**src/rtl/ctrl_pkg.sv**
```systemverilog
// Shared types and encodings for the multicycle RV32 control FSM.
package ctrl_pkg;

    localparam int unsigned OPC_W   = 7;
    localparam int unsigned ALUOP_W = 2;
    localparam int unsigned WBSEL_W = 2;
    localparam int unsigned CAUSE_W = 2;

    typedef enum logic [2:0] {
        ST_FETCH   = 3'd0,
        ST_DECODE  = 3'd1,
        ST_EXECUTE = 3'd2,
        ST_MEM     = 3'd3,
        ST_WB      = 3'd4,
        ST_TRAP    = 3'd5
    } state_t;

    localparam logic [OPC_W-1:0] OPC_LOAD  = 7'b0000011;
    localparam logic [OPC_W-1:0] OPC_STORE = 7'b0100011;
    localparam logic [OPC_W-1:0] OPC_OPIMM = 7'b0010011;
    localparam logic [OPC_W-1:0] OPC_OP    = 7'b0110011;
    localparam logic [OPC_W-1:0] OPC_JALR  = 7'b1100111;

    localparam logic [ALUOP_W-1:0] ALU_ADD   = 2'b00;
    localparam logic [ALUOP_W-1:0] ALU_RTYPE = 2'b10;
    localparam logic [ALUOP_W-1:0] ALU_ITYPE = 2'b11;

    localparam logic [WBSEL_W-1:0] WB_ALU = 2'b00;
    localparam logic [WBSEL_W-1:0] WB_MEM = 2'b01;
    localparam logic [WBSEL_W-1:0] WB_PC4 = 2'b10;

    localparam logic [CAUSE_W-1:0] CAUSE_NONE    = 2'b00;
    localparam logic [CAUSE_W-1:0] CAUSE_ILLEGAL = 2'b01;
    localparam logic [CAUSE_W-1:0] CAUSE_TIMEOUT = 2'b10;

    // Datapath control bundle decoded from the current state.
    typedef struct packed {
        logic               imem_req;
        logic               dmem_req;
        logic               dmem_we;
        logic               ir_we;
        logic               pc_we;
        logic               pc_sel;
        logic               alu_src_imm;
        logic [ALUOP_W-1:0] alu_op;
        logic               reg_we;
        logic [WBSEL_W-1:0] wb_sel;
        logic               trap;
    } ctrl_sig_t;

    // True for the opcodes this controller knows how to sequence.
    function automatic logic is_legal_opc(input logic [OPC_W-1:0] opc);
        return (opc == OPC_LOAD)  || (opc == OPC_STORE) || (opc == OPC_OPIMM) ||
               (opc == OPC_OP)    || (opc == OPC_JALR);
    endfunction

endpackage

```
**src/rtl/ctrl_wait_timer.sv**
```systemverilog
// Memory wait counter: counts request cycles without ready, flags the
// cycle in which the count would reach MEM_TIMEOUT.
module ctrl_wait_timer #(
    parameter int unsigned MEM_TIMEOUT = 255,
    parameter int unsigned CNT_W       = 8
) (
    input  logic clk,
    input  logic rst_n,
    input  logic i_clr,
    input  logic i_en,
    output logic o_expired_c
);

    logic [CNT_W-1:0] r_cnt;

    // Wait count: clear wins over increment.
    always_ff @(posedge clk or negedge rst_n) begin
        if (!rst_n) begin
            r_cnt <= '0;
        end else if (i_clr) begin
            r_cnt <= '0;
        end else if (i_en) begin
            r_cnt <= r_cnt + CNT_W'(1);
        end
    end

    // Expiry is the waiting cycle whose increment lands on MEM_TIMEOUT.
    assign o_expired_c = i_en && (r_cnt == CNT_W'(MEM_TIMEOUT - 1));

endmodule

```
**src/rtl/multicycle_ctrl.sv**
```systemverilog
// Multi-cycle RV32 control FSM: FETCH/DECODE/EXECUTE/MEM/WB with trap on
// illegal opcode or memory timeout. Optional perf counters: CTRL_PERF_CNT_EN.
module multicycle_ctrl
    import ctrl_pkg::*;
#(
    parameter int unsigned MEM_TIMEOUT = 255,
    parameter int unsigned CNT_W       = 8
) (
    input  logic       clk,
    input  logic       rst_n,
    input  logic [6:0] opcode_dec,
    input  logic [2:0] funct3_dec,
    input  logic [6:0] funct7_dec,
    input  logic [4:0] rd_dec,
    input  logic       imem_ready,
    input  logic       dmem_ready,
    output logic       imem_req,
    output logic       dmem_req,
    output logic       dmem_we,
    output logic       ir_we,
    output logic       pc_we,
    output logic       pc_sel,
    output logic       alu_src_imm,
    output logic [1:0] alu_op,
    output logic       reg_we,
    output logic [1:0] wb_sel,
    output logic       trap,
    output logic [1:0] trap_cause
`ifdef CTRL_PERF_CNT_EN
    ,
    output logic [31:0] cycle_cnt,
    output logic [31:0] instret_cnt
`endif
);

    state_t              r_state;
    state_t              w_state_nxt;
    logic [CAUSE_W-1:0]  r_trap_cause;
    logic [CAUSE_W-1:0]  w_trap_cause_nxt;
    ctrl_sig_t           w_ctl;
    ctrl_sig_t           w_out;
    logic                w_is_load;
    logic                w_is_store;
    logic                w_is_opimm;
    logic                w_is_op;
    logic                w_is_jalr;
    logic [ALUOP_W-1:0]  w_alu_op;
    logic                w_alu_imm;
    logic                w_wait_act;
    logic                w_wait_rdy;
    logic                w_expired;
    logic                w_unused_ok;

    // funct fields are consumed by the ALU decoder, not by sequencing.
    assign w_unused_ok = &{1'b0, funct3_dec, funct7_dec};

    assign w_is_load  = (opcode_dec == OPC_LOAD);
    assign w_is_store = (opcode_dec == OPC_STORE);
    assign w_is_opimm = (opcode_dec == OPC_OPIMM);
    assign w_is_op    = (opcode_dec == OPC_OP);
    assign w_is_jalr  = (opcode_dec == OPC_JALR);

    // ALU operation by instruction class, shared by EXECUTE and MEM.
    always_comb begin
        w_alu_op  = ALU_ADD;
        w_alu_imm = 1'b1;
        if (w_is_op) begin
            w_alu_op  = ALU_RTYPE;
            w_alu_imm = 1'b0;
        end else if (w_is_opimm) begin
            w_alu_op  = ALU_ITYPE;
        end
    end

    // One timer serves both handshakes; it idles cleared outside them.
    assign w_wait_act = (r_state == ST_FETCH) || (r_state == ST_MEM);
    assign w_wait_rdy = (r_state == ST_FETCH) ? imem_ready : dmem_ready;

    ctrl_wait_timer #(
        .MEM_TIMEOUT (MEM_TIMEOUT),
        .CNT_W       (CNT_W)
    ) u_wait_timer (
        .clk         (clk),
        .rst_n       (rst_n),
        .i_clr       (!w_wait_act || w_wait_rdy),
        .i_en        (w_wait_act && !w_wait_rdy),
        .o_expired_c (w_expired)
    );

    // State and sticky trap cause.
    always_ff @(posedge clk or negedge rst_n) begin
        if (!rst_n) begin
            r_state      <= ST_FETCH;
            r_trap_cause <= CAUSE_NONE;
        end else begin
            r_state      <= w_state_nxt;
            r_trap_cause <= w_trap_cause_nxt;
        end
    end

    // Next state and per-state control decode.
    always_comb begin
        w_state_nxt      = r_state;
        w_trap_cause_nxt = r_trap_cause;
        w_ctl            = '0;
        unique case (r_state)
            ST_FETCH: begin
                w_ctl.imem_req = 1'b1;
                if (imem_ready) begin
                    w_ctl.ir_we = 1'b1;
                    w_state_nxt = ST_DECODE;
                end else if (w_expired) begin
                    w_state_nxt      = ST_TRAP;
                    w_trap_cause_nxt = CAUSE_TIMEOUT;
                end
            end
            ST_DECODE: begin
                if (is_legal_opc(opcode_dec)) begin
                    w_state_nxt = ST_EXECUTE;
                end else begin
                    w_state_nxt      = ST_TRAP;
                    w_trap_cause_nxt = CAUSE_ILLEGAL;
                end
            end
            ST_EXECUTE: begin
                w_ctl.alu_op      = w_alu_op;
                w_ctl.alu_src_imm = w_alu_imm;
                w_state_nxt       = (w_is_load || w_is_store) ? ST_MEM : ST_WB;
            end
            ST_MEM: begin
                w_ctl.dmem_req    = 1'b1;
                w_ctl.dmem_we     = w_is_store;
                w_ctl.alu_op      = w_alu_op;
                w_ctl.alu_src_imm = w_alu_imm;
                if (dmem_ready) begin
                    if (w_is_store) begin
                        w_ctl.pc_we = 1'b1;
                        w_state_nxt = ST_FETCH;
                    end else begin
                        w_state_nxt = ST_WB;
                    end
                end else if (w_expired) begin
                    w_state_nxt      = ST_TRAP;
                    w_trap_cause_nxt = CAUSE_TIMEOUT;
                end
            end
            ST_WB: begin
                w_ctl.reg_we = (rd_dec != 5'd0);
                w_ctl.wb_sel = w_is_load ? WB_MEM : (w_is_jalr ? WB_PC4 : WB_ALU);
                w_ctl.pc_we  = 1'b1;
                w_ctl.pc_sel = w_is_jalr;
                w_state_nxt  = ST_FETCH;
            end
            ST_TRAP: begin
                w_ctl.trap = 1'b1;
            end
            default: begin
                w_state_nxt = ST_FETCH;
            end
        endcase
    end

    // Reset forces every control low at once, including the FETCH request.
    assign w_out = rst_n ? w_ctl : '0;

    assign imem_req    = w_out.imem_req;
    assign dmem_req    = w_out.dmem_req;
    assign dmem_we     = w_out.dmem_we;
    assign ir_we       = w_out.ir_we;
    assign pc_we       = w_out.pc_we;
    assign pc_sel      = w_out.pc_sel;
    assign alu_src_imm = w_out.alu_src_imm;
    assign alu_op      = w_out.alu_op;
    assign reg_we      = w_out.reg_we;
    assign wb_sel      = w_out.wb_sel;
    assign trap        = w_out.trap;
    assign trap_cause  = r_trap_cause;

`ifdef CTRL_PERF_CNT_EN
    logic [31:0] r_cycle_cnt;
    logic [31:0] r_instret_cnt;

    // Cycle and retire counters; a PC update marks the retiring cycle.
    always_ff @(posedge clk or negedge rst_n) begin
        if (!rst_n) begin
            r_cycle_cnt   <= '0;
            r_instret_cnt <= '0;
        end else begin
            if (r_state != ST_TRAP) begin
                r_cycle_cnt <= r_cycle_cnt + 32'(1);
            end
            if (w_ctl.pc_we) begin
                r_instret_cnt <= r_instret_cnt + 32'(1);
            end
        end
    end

    assign cycle_cnt   = r_cycle_cnt;
    assign instret_cnt = r_instret_cnt;
`endif

endmodule

```
**config.mk**
```make
export PLATFORM = sky130hd
export DESIGN_NAME = multicycle_ctrl
export DESIGN_NICKNAME = d
export VERILOG_FILES = /design/src/rtl/ctrl_pkg.sv /design/src/rtl/ctrl_wait_timer.sv /design/src/rtl/multicycle_ctrl.sv
export SDC_FILE = /design/constraint.sdc
export NUM_CORES = 1
export LEC_CHECK = 0
export ABC_AREA = 1
export BUFFER_PORTS_ARGS = -buffer_cell sky130_fd_sc_hd__buf_2
export CAP_MARGIN = 10
export CORE_MARGIN = 3
export CORE_UTILIZATION = 44
export CTS_CLUSTER_SIZE = 30
export DETAILED_ROUTE_END_ITERATION = 6
export GPL_TIMING_DRIVEN = 0
export PLACE_DENSITY_LB_ADDON = 0.08
export SLEW_MARGIN = 5
export SYNTH_ARGS = -nofsm -noshare
export SYNTH_HDL_FRONTEND = slang
export SYNTH_SLANG_ARGS = --single-unit
```
**constraint.sdc**
```tcl
create_clock -name clk -period 3.1 [get_ports clk]
set_input_delay 0.62 -clock clk [delete_from_list [all_inputs] [get_ports clk]]
set_output_delay 0.62 -clock clk [all_outputs]
set_load 0.05 [all_outputs]
```
Word-level counts from Yosys, hierarchy flattened
Index checks and enable logic that the tools add are counted.
{"block": "totals", "register_bits": 13, "inputBits": 26, "out_inout_bits": 15}
{"block": "classes", "add_sub_neg": 1, "n_eq_ne": 14, "mux": 32, "n_reduce_logical": 16}
{"op": "3-bit 2-to-1 mux", "count": 8}
{"op": "2-bit 2-to-1 mux", "count": 9}
{"op": "8-bit 2-to-1 mux", "count": 2}
{"op": "3-bit case mux with 5 select lines", "count": 1}
{"op": "7-bit by 6-bit == test with 1-bit output (second input constant)", "count": 2}
{"op": "13-bit 2-to-1 mux", "count": 1}
{"op": "1-bit 2-to-1 mux", "count": 9}
{"op": "8-bit by 1-bit adder with 8-bit output (second input constant)", "count": 1}
{"op": "8-bit == test (second input constant)", "count": 1}
{"op": "7-bit by 2-bit == test with 1-bit output (second input constant)", "count": 1}
{"op": "7-bit by 5-bit == test with 1-bit output (second input constant)", "count": 1}
{"op": "7-bit == test (second input constant)", "count": 1}
{"op": "3-bit by 2-bit == test with 1-bit output (second input constant)", "count": 2}
{"op": "3-bit == test (second input constant)", "count": 2}
{"op": "1-bit logical OR", "count": 6}
{"op": "2-bit != test (second input constant)", "count": 3}
{"op": "2-bit case mux with 3 select lines", "count": 1}
{"op": "5-bit nonzero test", "count": 1}
{"op": "4-bit AND reduction", "count": 1}
{"op": "3-bit by 1-bit == test with 1-bit output (second input constant)", "count": 1}
{"op": "3-bit logical NOT", "count": 1}
{"op": "3-bit nonzero test", "count": 1}
{"op": "1-bit logical AND", "count": 2}
{"op": "1-bit logical NOT", "count": 2}
{"op": "3 further kinds", "count": 3}

Logic depth before layout (Yosys ltp)
{"block": "logic_depth", "ltp_word": 8, "mapped_depth": 9, "depth_no_buf": 9}

Cells and area by module
From an unflattened synthesis, not the netlist that was laid out.
{"block": "hier_totals", "cells_unflattened": 162, "hier_area_um2": 1026.0}
{"module": "multicycle_ctrl", "n_inst": 1, "cells_each": 98, "area_each_um2": 551.8, "seq_area_each_um2": 125.1}
{"module": "ctrl_wait_timer", "n_inst": 1, "cells_each": 64, "area_each_um2": 474.2, "seq_area_each_um2": 200.2}

Least setup slack after synthesis
OpenSTA, ideal clock, no wires.
{"block": "synth_timing", "path_kind": "input -> output", "start": "input opcode_dec[3]", "end": "output alu_op[0]", "arrival_time_ps": 2058, "required_ps": 2480, "path_slack_ps": 422, "path_stages": 5, "path_cell_list": "inv_1 -> nand2_1 -> nor2_4 -> nand3_1 -> nor3_1"}
{"block": "synth_between", "elab_chain_len": 5, "word_cells_on_any_way": 6, "cone_classes": "eq/ne: 2; mux: 4"}
{"item": "from (decl)", "line": "multicycle_ctrl.sv:11", "source": "input logic [6:0] opcode_dec,"}
{"item": "7-bit by 5-bit == test with 1-bit output", "line": "multicycle_ctrl.sv:59", "source": "assign w_is_opimm = (opcode_dec == OPC_OPIMM);"}
{"item": "2-bit 2-to-1 mux", "line": "multicycle_ctrl.sv:70", "source": "end else if (w_is_opimm) begin"}
{"item": "2-bit 2-to-1 mux *", "line": "multicycle_ctrl.sv:67", "source": "if (w_is_op) begin"}
{"item": "3-bit 2-to-1 mux *", "line": "multicycle_ctrl.sv:106", "source": "unique case (r_state)"}
{"item": "13-bit 2-to-1 mux *", "line": "multicycle_ctrl.sv:164", "source": "assign w_out = rst_n ? w_ctl : '0;"}
{"item": "to (decl)", "line": "multicycle_ctrl.sv:24", "source": "output logic [1:0] alu_op,"}
Every way passes the cells marked *; elsewhere a longest branch is shown, timed or not.

Final worst setup path
{"block": "layout_timing", "start": "input rst_n", "end": "output reg_we"}
{"block": "layout_between", "elab_chain_len": 1}
{"item": "from (decl)", "line": "multicycle_ctrl.sv:10", "source": "input logic rst_n,"}
{"item": "13-bit 2-to-1 mux", "line": "multicycle_ctrl.sv:164"}
{"item": "to (decl)", "line": "multicycle_ctrl.sv:25", "source": "output logic reg_we,"}
No other way between the ends.

==> results.json <==
{
  "dp_hpwl_mm": 1.61,
  "gp_congestion": 0.803,
  "post-route-period-util_pct": 75.7,
  "drv_slew": 0,
  "required_ns": 2.48,
  "skew_ns": 0.000710,
  "critical-path-slowest-cell": "buf_2",
  "hold_violations": 0,
  "final_cell_area_sq_um": 1100,
  "ir_drop_v": 0.000210,
  "layoutNonFillerInstCount": 190,
  "io_pins": 41,
  "clock_sinks": 13,
  "fillers": 189,
  "nets": 194,
  "drc": 0,
  "slew_headroom_pct": 73.6,
  "syn2layout_area_growth_pct": 23.2,
  "row_count": 15,
  "wl_per_cell_um": 10.3,
  "cts_resized": 0,
  "ys_types": 22,
  "syn_avg_cell_area_sq_um": 6.83,
  "dp.cells": 186,
  "clock_path_buffers": 2,
  "final_util_pct": 60.5,
  "worstPathArrival_ns": 1.73,
  "die_area_sq_um": 2610,
  "powerDensity_nw_per_um2": 273,
  "drt-vias-per-instance": 4.79,
  "clockRootBuffer": "clkbuf_4",
  "die_w_um": 51.1,
  "ys_warn_count": 0,
  "placed_area_sq_um": 1080,
  "setup_viol": 0,
  "synthCells": 131,
  "synthesis.area_sq_um": 895,
  "rsz0062_at_grt": "no",
  "cts_setup_buffers": 0,
  "grt_usage_pct": 17.1,
  "antenna_found_initial": 0,
  "ff2ff_setup_slack_ns": 1.81,
  "outcome": "complete, no violations",
  "worst_skew_pair.late_latency_ns": 0.27,
  "multi_input_area_sq_um": 490,
  "worst_path_most_repeated_cell": "buf_2",
  "timing.fmax_ghz": 0.426,
  "crit_type": "input pin to output port",
  "cts_tree": "built",
  "grt_max_degree": 17,
  "cp-end-kind": "output port",
  "die_y_um": 51.1,
  "ctsHoldBuffers": 0,
  "drive_gt1_share_pct": 26.7,
  "reg2regPathDepth": 9,
  "fin_crit_ns": 2.35,
  "cp_cell_sequence": "buf_2, nand4_1, a21o_1, inv_1, buf_2",
  "wirelength_mm": 1.96,
  "antenna_cells": 0,
  "r2r-start": "u_wait_timer.r_cnt[0]",
  "final_antenna_net_count": 0,
  "grt_pass1_vias": 814,
  "reg2reg_to": "trap_cause[0]",
  "numCtsBuffers": 3,
  "max_stage_delay_ns": 0.30,
  "ys_ff_latch": 13,
  "initial_core_util_pct": 49.1,
  "grt_pass1_wl_mm": 3.39,
  "finalPower_mw": 0.301,
  "finalSetupTns_ns": 0,
  "max-cap-violations": 0,
  "worstSetupStartpointType": "input pin",
  "tightest_slew_ns": 0.392,
  "clkTransAtPathRegs_ns": 0.08,
  "core_sq_um": 1820,
  "min_path_type": "input pin to asynchronous set/reset pin",
  "dr_total_vias": 910,
  "p_leak_nw": 0.632,
  "h-tree-depth": 1,
  "place.port_buffers": 30,
  "path_max_fanout": 16,
  "drt_iter0_drc": 19,
  "synth_seq_area_share_pct": 36.4,
  "grt-ovfl-total": 0,
  "drtPass1Iterations": 4,
  "regArea_sq_um": 325,
  "synth_fp_nets": 159
}
flip-flops by register name, indices dropped and copies added (netlist names):
signal	cells
trap_cause	2
r_state	3
u_wait_timer.r_cnt	8
cell families (layout without fill, tap and decap cells):
group,count (synthesis),in the layout,share of synthesized area [%]
xor gates and xnor gates,1,1,0.979
buffers and inverters,21,55,8.81
adders and majority gates,2,2,2.80
DFF,13,13,36.4
and+or+nand+nor,89,89,47.8
AOI/OAI and AO/OA,5,5,3.22
per-stage QoR:
stage          hold WS [ns]  setup WS, ns
6_report              0.239         0.754
5_1_grt               0.231         0.672
4_1_cts               0.238         0.716
3_5_place_dp          0.458         0.716
3_3_place_gp          0.454         0.733
2_1_floorplan         0.324         0.422
critical path, delay by kind of cell:
family / cells / cell delay, ns
AOI/OAI and AO/OA: 1 / 0.23
buffers and inverters: 3 / 0.59
and+or+nand+nor: 1 / 0.29
synth_stat cells:
cell | number | area (sq um)
ha_1 | 2 | 25.0
nand2_1 | 29 | 109
nor2_2 | 1 | 6.26
inv_2 | 1 | 3.75
o21ai_0 | 1 | 5.00
a21o_1 | 1 | 7.51
nand2_2 | 2 | 12.5
nand2_4 | 2 | 22.5
nor2b_1 | 1 | 6.26
xor2_1 | 1 | 8.76
a21oi_1 | 2 | 10.0
nor3b_1 | 1 | 7.51
nand3_2 | 1 | 10.0
nor3_2 | 2 | 20.0
inv_1 | 20 | 75.1
a31oi_1 | 1 | 6.26
nand3_1 | 14 | 70.1
nor2_4 | 2 | 22.5
nand4_1 | 2 | 12.5
nor2_1 | 25 | 93.8
nor3_1 | 7 | 35.0
dfrtp_1 | 13 | 325
layout by cell type (no fill, tap or decap), types with 2 or more instances in the layout:
cell type | synthesis | final
a21oi_1 | 2 | 2
ha_1 | 2 | 2
nand2_4 | 2 | 2
nand2_1 | 29 | 29
nand2_2 | 2 | 2
nand3_1 | 14 | 14
nor3_2 | 2 | 2
clkbuf_4 | 0 | 3
buf_2 | 0 | 30
nor2_1 | 25 | 25
dfrtp_1 | 13 | 13
nor2_4 | 2 | 2
nor3_1 | 7 | 7
nand4_1 | 2 | 2
inv_1 | 20 | 20
power breakdown:
part / total, mW / internal (mW) / leakage [nW] / switching [mW]
combinational: 0.0272 / 0.00991 / 0.445 / 0.0173
sequential: 0.169 / 0.169 / 0.171 / 0
clock: 0.104 / 0.0499 / 0.0150 / 0.0544
cell type report:
| class | count | share of cell area (%) |
|---|---|---|
| Clock buffer | 4 | 2.38 |
| Inverter | 21 | 7.15 |
| Multi-Input combinational cell | 97 | 44.5 |
| Sequential cell | 13 | 29.5 |
| Tap cell | 25 | 2.84 |
| Timing Repair Buffer | 30 | 13.6 |
per-layer routing:
metal  track usage [%]  wire, um
met2              28.3       891
met1              22.1       964
met4              2.69         0
met3              5.25       100
met5                 0         0
how the worst max path moves through the flow:
stage                  startpoint        end  slack [ns]  depth (start not counted)
floorplan           opcode_dec[3]  alu_op[0]        0.42                          5
global placement            rst_n     reg_we        0.73                          5
detailed placement          rst_n     reg_we        0.72                          5
CTS                         rst_n     reg_we        0.72                          5
global route                rst_n     reg_we        0.67                          5
finish                      rst_n     reg_we        0.75                          5
No activity file was read; power rests on OpenSTA's default activity.
